**src/rtl/fpu_norm_arb_if.sv**
```systemverilog
// Bundle of the request, shifter and response signals around the shared
// normalization shifter; the slave modport is the arbiter's view.
interface fpu_norm_arb_if #(
  parameter int TAG_W = 4
);
  logic [1:0]       req_valid;
  logic [1:0]       req_ready;
  logic [48:0]      req0_sum;
  logic [48:0]      req1_sum;
  logic [5:0]       req0_lza;
  logic [5:0]       req1_lza;
  logic [8:0]       req0_exp;
  logic [8:0]       req1_exp;
  logic             req0_sub;
  logic             req1_sub;
  logic [TAG_W-1:0] req0_tag;
  logic [TAG_W-1:0] req1_tag;
  logic [48:0]      sh_sum;
  logic [5:0]       sh_lza;
  logic [8:0]       sh_exp;
  logic             sh_sub;
  logic [47:0]      sh_shifted;
  logic [8:0]       sh_norm_exp;
  logic             sh_ovf;
  logic             sh_unf;
  logic             rsp_valid;
  logic             rsp_ready;
  logic             rsp_src;
  logic [TAG_W-1:0] rsp_tag;
  logic [47:0]      rsp_sum;
  logic [8:0]       rsp_exp;
  logic             rsp_ovf;
  logic             rsp_unf;
  logic             busy;

  modport slave (
    input  req_valid, req0_sum, req1_sum, req0_lza, req1_lza, req0_exp, req1_exp,
           req0_sub, req1_sub, req0_tag, req1_tag,
           sh_shifted, sh_norm_exp, sh_ovf, sh_unf, rsp_ready,
    output req_ready, sh_sum, sh_lza, sh_exp, sh_sub,
           rsp_valid, rsp_src, rsp_tag, rsp_sum, rsp_exp, rsp_ovf, rsp_unf, busy
  );

  modport master (
    output req_valid, req0_sum, req1_sum, req0_lza, req1_lza, req0_exp, req1_exp,
           req0_sub, req1_sub, req0_tag, req1_tag,
           sh_shifted, sh_norm_exp, sh_ovf, sh_unf, rsp_ready,
    input  req_ready, sh_sum, sh_lza, sh_exp, sh_sub,
           rsp_valid, rsp_src, rsp_tag, rsp_sum, rsp_exp, rsp_ovf, rsp_unf, busy
  );
endinterface

```
**src/rtl/fpu_norm_arb.sv**
```systemverilog
// Two-port arbiter and two-stage sequencer for the shared FPU normalization shifter.
// Define FPU_NORM_ARB_RR_EN for round-robin arbitration; default is fixed priority to port 0.
module fpu_norm_arb #(
  parameter int TAG_W = 4
) (
  input logic          clk,
  input logic          rst_n,
  fpu_norm_arb_if.slave bus
);

  logic             s1_v_r;
  logic             s1_src_r;
  logic [TAG_W-1:0] s1_tag_r;
  logic [48:0]      sh_sum_r;
  logic [5:0]       sh_lza_r;
  logic [8:0]       sh_exp_r;
  logic             sh_sub_r;
  logic             s2_v_r;
  logic             s2_src_r;
  logic [TAG_W-1:0] s2_tag_r;
  logic [47:0]      rsp_sum_r;
  logic [8:0]       rsp_exp_r;
  logic             rsp_ovf_r;
  logic             rsp_unf_r;

  logic             s1_adv_s;
  logic             s2_adv_s;
  logic [1:0]       grant_s;
  logic             gnt_src_s;
  logic             take_s;
  logic             pref_s;
  logic [48:0]      in_sum_s;
  logic [5:0]       in_lza_s;
  logic [8:0]       in_exp_s;
  logic             in_sub_s;
  logic [TAG_W-1:0] in_tag_s;

  assign s2_adv_s  = ~s2_v_r | bus.rsp_ready;
  assign s1_adv_s  = ~s1_v_r | s2_adv_s;
  assign gnt_src_s = grant_s[1];
  assign take_s    = s1_adv_s & (|grant_s);

`ifdef FPU_NORM_ARB_RR_EN
  logic ptr_r;

  // Preference pointer: after a grant to port i, port ~i is preferred next.
  always_ff @(posedge clk or negedge rst_n) begin
    if (!rst_n) begin
      ptr_r <= 1'b0;
    end else if (take_s) begin
      ptr_r <= ~gnt_src_s;
    end else begin
      ptr_r <= ptr_r;
    end
  end

  assign pref_s = ptr_r;
`else
  assign pref_s = 1'b0;
`endif

  // Grant selection from the valid vector and the current preference.
  always_comb begin
    grant_s = 2'b00;
    case (bus.req_valid)
      2'b01:   grant_s = 2'b01;
      2'b10:   grant_s = 2'b10;
      2'b11:   grant_s = pref_s ? 2'b10 : 2'b01;
      default: grant_s = 2'b00;
    endcase
  end

  // Payload mux for the granted port.
  always_comb begin
    in_sum_s = bus.req0_sum;
    in_lza_s = bus.req0_lza;
    in_exp_s = bus.req0_exp;
    in_sub_s = bus.req0_sub;
    in_tag_s = bus.req0_tag;
    if (gnt_src_s) begin
      in_sum_s = bus.req1_sum;
      in_lza_s = bus.req1_lza;
      in_exp_s = bus.req1_exp;
      in_sub_s = bus.req1_sub;
      in_tag_s = bus.req1_tag;
    end else begin
      in_sum_s = bus.req0_sum;
    end
  end

  // Issue stage: operands here feed the shifter directly.
  always_ff @(posedge clk or negedge rst_n) begin
    if (!rst_n) begin
      s1_v_r   <= 1'b0;
      s1_src_r <= 1'b0;
      s1_tag_r <= '0;
      sh_sum_r <= 49'd0;
      sh_lza_r <= 6'd0;
      sh_exp_r <= 9'd0;
      sh_sub_r <= 1'b0;
    end else if (s1_adv_s) begin
      s1_v_r <= take_s;
      if (take_s) begin
        s1_src_r <= gnt_src_s;
        s1_tag_r <= in_tag_s;
        sh_sum_r <= in_sum_s;
        sh_lza_r <= in_lza_s;
        sh_exp_r <= in_exp_s;
        sh_sub_r <= in_sub_s;
      end
    end
  end

  // Result stage: payload only moves on advance so it holds under back-pressure.
  always_ff @(posedge clk or negedge rst_n) begin
    if (!rst_n) begin
      s2_v_r    <= 1'b0;
      s2_src_r  <= 1'b0;
      s2_tag_r  <= '0;
      rsp_sum_r <= 48'd0;
      rsp_exp_r <= 9'd0;
      rsp_ovf_r <= 1'b0;
      rsp_unf_r <= 1'b0;
    end else if (s2_adv_s) begin
      s2_v_r <= s1_v_r;
      if (s1_v_r) begin
        s2_src_r  <= s1_src_r;
        s2_tag_r  <= s1_tag_r;
        rsp_sum_r <= bus.sh_shifted;
        rsp_exp_r <= bus.sh_norm_exp;
        rsp_ovf_r <= bus.sh_ovf;
        rsp_unf_r <= bus.sh_unf;
      end
    end
  end

  assign bus.req_ready = grant_s & {2{s1_adv_s}};
  assign bus.sh_sum    = sh_sum_r;
  assign bus.sh_lza    = sh_lza_r;
  assign bus.sh_exp    = sh_exp_r;
  assign bus.sh_sub    = sh_sub_r;
  assign bus.rsp_valid = s2_v_r;
  assign bus.rsp_src   = s2_src_r;
  assign bus.rsp_tag   = s2_tag_r;
  assign bus.rsp_sum   = rsp_sum_r;
  assign bus.rsp_exp   = rsp_exp_r;
  assign bus.rsp_ovf   = rsp_ovf_r;
  assign bus.rsp_unf   = rsp_unf_r;
  assign bus.busy      = s1_v_r | s2_v_r;

endmodule

```
**src/flat_wrapper.sv**
```systemverilog
// flat-port wrapper written by rule: the top's interface ports become plain ports
module fpu_norm_arb_flat 
#(
  parameter int TAG_W = 4
)
  (clk, rst_n, bus_req_valid, bus_req0_sum, bus_req1_sum, bus_req0_lza, bus_req1_lza, bus_req0_exp, bus_req1_exp, bus_req0_sub, bus_req1_sub, bus_req0_tag, bus_req1_tag, bus_sh_shifted, bus_sh_norm_exp, bus_sh_ovf, bus_sh_unf, bus_rsp_ready, bus_req_ready, bus_sh_sum, bus_sh_lza, bus_sh_exp, bus_sh_sub, bus_rsp_valid, bus_rsp_src, bus_rsp_tag, bus_rsp_sum, bus_rsp_exp, bus_rsp_ovf, bus_rsp_unf, bus_busy);
  fpu_norm_arb_if #(.TAG_W(TAG_W)) bus_i ();
  input logic clk;
  input logic rst_n;
  input wire logic [$bits(bus_i.req_valid)-1:0] bus_req_valid;
  input wire logic [$bits(bus_i.req0_sum)-1:0] bus_req0_sum;
  input wire logic [$bits(bus_i.req1_sum)-1:0] bus_req1_sum;
  input wire logic [$bits(bus_i.req0_lza)-1:0] bus_req0_lza;
  input wire logic [$bits(bus_i.req1_lza)-1:0] bus_req1_lza;
  input wire logic [$bits(bus_i.req0_exp)-1:0] bus_req0_exp;
  input wire logic [$bits(bus_i.req1_exp)-1:0] bus_req1_exp;
  input wire logic [$bits(bus_i.req0_sub)-1:0] bus_req0_sub;
  input wire logic [$bits(bus_i.req1_sub)-1:0] bus_req1_sub;
  input wire logic [$bits(bus_i.req0_tag)-1:0] bus_req0_tag;
  input wire logic [$bits(bus_i.req1_tag)-1:0] bus_req1_tag;
  input wire logic [$bits(bus_i.sh_shifted)-1:0] bus_sh_shifted;
  input wire logic [$bits(bus_i.sh_norm_exp)-1:0] bus_sh_norm_exp;
  input wire logic [$bits(bus_i.sh_ovf)-1:0] bus_sh_ovf;
  input wire logic [$bits(bus_i.sh_unf)-1:0] bus_sh_unf;
  input wire logic [$bits(bus_i.rsp_ready)-1:0] bus_rsp_ready;
  output wire logic [$bits(bus_i.req_ready)-1:0] bus_req_ready;
  output wire logic [$bits(bus_i.sh_sum)-1:0] bus_sh_sum;
  output wire logic [$bits(bus_i.sh_lza)-1:0] bus_sh_lza;
  output wire logic [$bits(bus_i.sh_exp)-1:0] bus_sh_exp;
  output wire logic [$bits(bus_i.sh_sub)-1:0] bus_sh_sub;
  output wire logic [$bits(bus_i.rsp_valid)-1:0] bus_rsp_valid;
  output wire logic [$bits(bus_i.rsp_src)-1:0] bus_rsp_src;
  output wire logic [$bits(bus_i.rsp_tag)-1:0] bus_rsp_tag;
  output wire logic [$bits(bus_i.rsp_sum)-1:0] bus_rsp_sum;
  output wire logic [$bits(bus_i.rsp_exp)-1:0] bus_rsp_exp;
  output wire logic [$bits(bus_i.rsp_ovf)-1:0] bus_rsp_ovf;
  output wire logic [$bits(bus_i.rsp_unf)-1:0] bus_rsp_unf;
  output wire logic [$bits(bus_i.busy)-1:0] bus_busy;
  assign bus_i.req_valid = bus_req_valid;
  assign bus_i.req0_sum = bus_req0_sum;
  assign bus_i.req1_sum = bus_req1_sum;
  assign bus_i.req0_lza = bus_req0_lza;
  assign bus_i.req1_lza = bus_req1_lza;
  assign bus_i.req0_exp = bus_req0_exp;
  assign bus_i.req1_exp = bus_req1_exp;
  assign bus_i.req0_sub = bus_req0_sub;
  assign bus_i.req1_sub = bus_req1_sub;
  assign bus_i.req0_tag = bus_req0_tag;
  assign bus_i.req1_tag = bus_req1_tag;
  assign bus_i.sh_shifted = bus_sh_shifted;
  assign bus_i.sh_norm_exp = bus_sh_norm_exp;
  assign bus_i.sh_ovf = bus_sh_ovf;
  assign bus_i.sh_unf = bus_sh_unf;
  assign bus_i.rsp_ready = bus_rsp_ready;
  assign bus_req_ready = bus_i.req_ready;
  assign bus_sh_sum = bus_i.sh_sum;
  assign bus_sh_lza = bus_i.sh_lza;
  assign bus_sh_exp = bus_i.sh_exp;
  assign bus_sh_sub = bus_i.sh_sub;
  assign bus_rsp_valid = bus_i.rsp_valid;
  assign bus_rsp_src = bus_i.rsp_src;
  assign bus_rsp_tag = bus_i.rsp_tag;
  assign bus_rsp_sum = bus_i.rsp_sum;
  assign bus_rsp_exp = bus_i.rsp_exp;
  assign bus_rsp_ovf = bus_i.rsp_ovf;
  assign bus_rsp_unf = bus_i.rsp_unf;
  assign bus_busy = bus_i.busy;
  fpu_norm_arb #(.TAG_W(TAG_W)) u_core (.clk(clk), .rst_n(rst_n), .bus(bus_i));
endmodule
```
**config.mk**
```make
export PLATFORM = sky130hd
export DESIGN_NAME = fpu_norm_arb_flat
export DESIGN_NICKNAME = d
export VERILOG_FILES = /design/src/rtl/fpu_norm_arb_if.sv /design/src/rtl/fpu_norm_arb.sv /design/src/flat_wrapper.sv
export SDC_FILE = /design/constraint.sdc
export NUM_CORES = 1
export LEC_CHECK = 0
export CORE_AREA = 2 2 129 131
export CTS_CLUSTER_SIZE = 12
export DETAILED_ROUTE_END_ITERATION = 8
export DIE_AREA = 0 0 131 133
export PLACE_DENSITY = 0.75
export SLEW_MARGIN = 15
export SYNTH_ARGS = -nofsm -noshare
export SYNTH_HDL_FRONTEND = slang
export SYNTH_SLANG_ARGS = --single-unit
```
**constraint.sdc**
```tcl
create_clock -name clk -period 3.9 [get_ports clk]
set_input_delay 0.585 -clock clk [delete_from_list [all_inputs] [get_ports clk]]
set_output_delay 0.585 -clock clk [all_outputs]
set_load 0.05 [all_outputs]
```
==> results by group <==
Floorplanning
  • Die Area: 17420 um^2
  • Die width: 131 um
  • Core ar.: 16170 um^2
  • Site row count: 47
  • Die Y: 133 um
  • Starting Density: 36.87%
  • Top-level port count: 335

Timing
  • Clock Skews: 0.004992 ns
  • Max Fclk: 351.6 MHz
  • Setup violators final: 0
  • Final Hold Vio Count: 0
  • Fin crit period: 2.844 ns
  • Rel. slew slack: 39.60%
  • Tcrit/Tclk final: 72.93%
  • Worst Tran Pin Value: 0.9061 ns
  • Max-slew violations: 0
  • TNS Setup: 0 ns
  • RSZ-0062 raised after global routing: no

Logic synthesis
  • Seq/Total Area, Yosys: 57.07%
  • Yosys reg bits: 136
  • Synth Instances: 373
  • Top_reg_cell synth: dfrtp_1
  • Post-Syn Area: 5963 um^2
  • Most frequent cell after synthesis: mux2_2
  • Share of Yosys cell area claimed by the top area cell type: 57.07%
  • Synthesis Warnings: 0
  • Post-synth EDFFs: 0
  • Average cell area after synthesis: 15.99 um^2
  • Distinct cells, synth: 16
  • Ranking of synthesized cells by area: dfrtp_1 (57%), mux2_2 (32%), mux2_1 (4.5%), mux2_4 (2.5%), buf_6 (1.9%)
  • Fraction of registers with async set/reset: 100.0%
  • Net Count, Synth: 575
  • Post-synth top cells: mux2_2 (168), dfrtp_1 (136), mux2_1 (24), buf_2 (11)
  • Biggest area consumer among synthesized cells: dfrtp_1

Final layout
  • Layout cells sized above 1: 30.14%
  • Area delta synth->final: 68.57%
  • Register Area: 3403 um^2
  • Post-route cell area: 10050 um^2
  • # fillers: 1214
  • # diodes: 0
  • # nets final: 911
  • Non-filler instance count after layout: 940
  • Area occupied by multi-input gates: 2402 um^2

Detailed routing
  • DRC: 0
  • Detailed Route WL: 16970 um
  • WL per Instance: 18.06 um
  • Antenna Nets Post-Route: 0
  • Iteration-0 DRC Markers: 101
  • First-pass DRT Iterations: 4
  • Vias post-DR: 4342
  • Vias/cell: 4.619

Hold path
  • Hold Path Class: input port to asynchronous set/reset pin

CTS
  • Inserted Clock Buffers: 17
  • CTS tree: yes
  • H-tree depth: 4
  • Cts hold-fix bufs: 0
  • Clock transition at path regs: 0.05 ns
  • Largest buffer count on any clock path: 2
  • Clock root buffer: clkbuf_16
  • Post-cts gate resize count: 0
  • Clock Sinks: 136
  • Worst-Skew Late Latency: 0.40 ns
  • Postcts setup bufs: 0

Global route
  • Total Routing Usage GR: 19.38%
  • Grt met1 use: 20.67%
  • Grt met3 use: 8.209%
  • Global-route wire length before repair: 25490 um
  • Congestion Overflow GR: 0
  • GR peak layer: met2
  • Largest net degree at the start of global routing: 72
  • Vias in the first global route: 4797
  • Met2 usage: 33.42%
  • Initial antenna violation count: 0

Outcome
  • Status: finished clean

Setup path
  • Critical R2R Launch: u_core.s1_v_r$_DFFE_PN0P_
  • Crit path max fanout: 5
  • Crit Path Category: input port to output pin
  • WP data arrival: 2.26 ns
  • Nature of the critical path endpoint: output pin
  • Reg2reg end: u_core.bus.sh_sum[3]$_DFFE_PN0P_
  • Type of origin of the critical path: input port
  • CP required: 3.31 ns
  • R2R depth: 4
  • Flop-to-flop setup slack: 1.89 ns

Pwr
  • PD cells: 516.6 nW/um^2
  • Lkg Pwr: 4.056 nW
  • Maximum vdd ir drop: 0.3435 mV
  • Power, Total: 5.193 mW

Placed design
  • Dpl cells: 910
  • GPL Wtd Cong: 0.8152
  • Port Buffers: 334
  • Placed Area: 9475 um^2
  • Post-DP HPWL: 12920 um

Job
  • Max-cap violations: 0
stage by stage:
stage               setup slack [ns]  hold slack, ns  utilization, %
finish                         1.056          0.1576           62.16
detailed placement             1.029          0.4933           58.59
global placement               1.091          0.4838           58.59
global route                   1.026          0.2059           62.16
CTS                            1.080          0.1841           62.16
floorplan                      1.848          0.2894               -
area by class of cell:
class / count / share of cell area [%]
clock buffer: 24 / 5.091
clock inverter: 6 / 0.6473
multi-input combinational: 215 / 23.90
sequential: 136 / 33.86
tap: 220 / 2.738
timing repair buffer: 339 / 33.77
worst max path at each step:
stage / start / endpoint / slack (ns) / depth (start not counted)
after floorplan: bus_req_valid[1] / bus_req_ready[1] / 1.85 / 4
after global placement: bus_req_valid[1] / u_core.bus.sh_sum[0]$_DFFE_PN0P_ / 1.09 / 5
after detailed placement: bus_req_valid[1] / u_core.bus.sh_sum[48]$_DFFE_PN0P_ / 1.03 / 5
after CTS: bus_rsp_ready / bus_req_ready[0] / 1.08 / 4
after global routing: bus_rsp_ready / bus_req_ready[0] / 1.03 / 4
final: bus_rsp_ready / bus_req_ready[0] / 1.06 / 4
per-layer routing:
metal,share of wire (%),vias up
met2,50,222
met4,2.7,0
met1,36,2090
met5,0,-
li1,-,2001
met3,11,29
report_power, final:
part | leakage (nW) | switching [mW] | total, mW | internal, mW
registers | 1.58 | 0.119 | 1.76 | 1.64
logic | 2.20 | 1.11 | 1.90 | 0.793
clock network | 0.272 | 0.566 | 1.54 | 0.971
registers in the layout (all words and copies together), names as in the netlist:
register,count
u_core.bus.rsp_ovf,1
u_core.s1_src_r,1
u_core.bus.sh_lza,6
u_core.bus.rsp_tag,4
u_core.bus.sh_exp,9
u_core.s1_v_r,1
u_core.bus.rsp_unf,1
u_core.s1_tag_r,4
u_core.bus.rsp_valid,1
u_core.bus.rsp_exp,9
u_core.bus.rsp_sum,48
u_core.bus.sh_sum,49
u_core.bus.rsp_src,1
u_core.bus.sh_sub,1
logic make-up (layout without fill, tap and decap cells):
kind of cell	count (synthesis)	count (layout)	synth area share [%]
compound gates	2	2	0.2098
buf+inv	22	369	2.938
flops	136	136	57.07
mux	202	202	38.77
simple gates	11	11	1.007
layout by cell type, fill, tap and decap left out, types with 2 or more instances in the layout:
master and n:
mux2_2 168, buf_4 4, mux2_1 24, nand2b_1 2, clkinvlp_4 4, nor2_1 2, dfrtp_1 136, clkdlybuf4s50_1 333
clkbuf_8 6, and2_1 2, mux2_4 10, clkbuf_16 17
critical path, cell delays in order:
cell             delay [ns]
clkdlybuf4s50_1        0.49
nand3b_1               0.20
and2_1                 0.17
clkdlybuf4s50_1        0.81
Note: power is estimated with default switching activity, not from simulation.
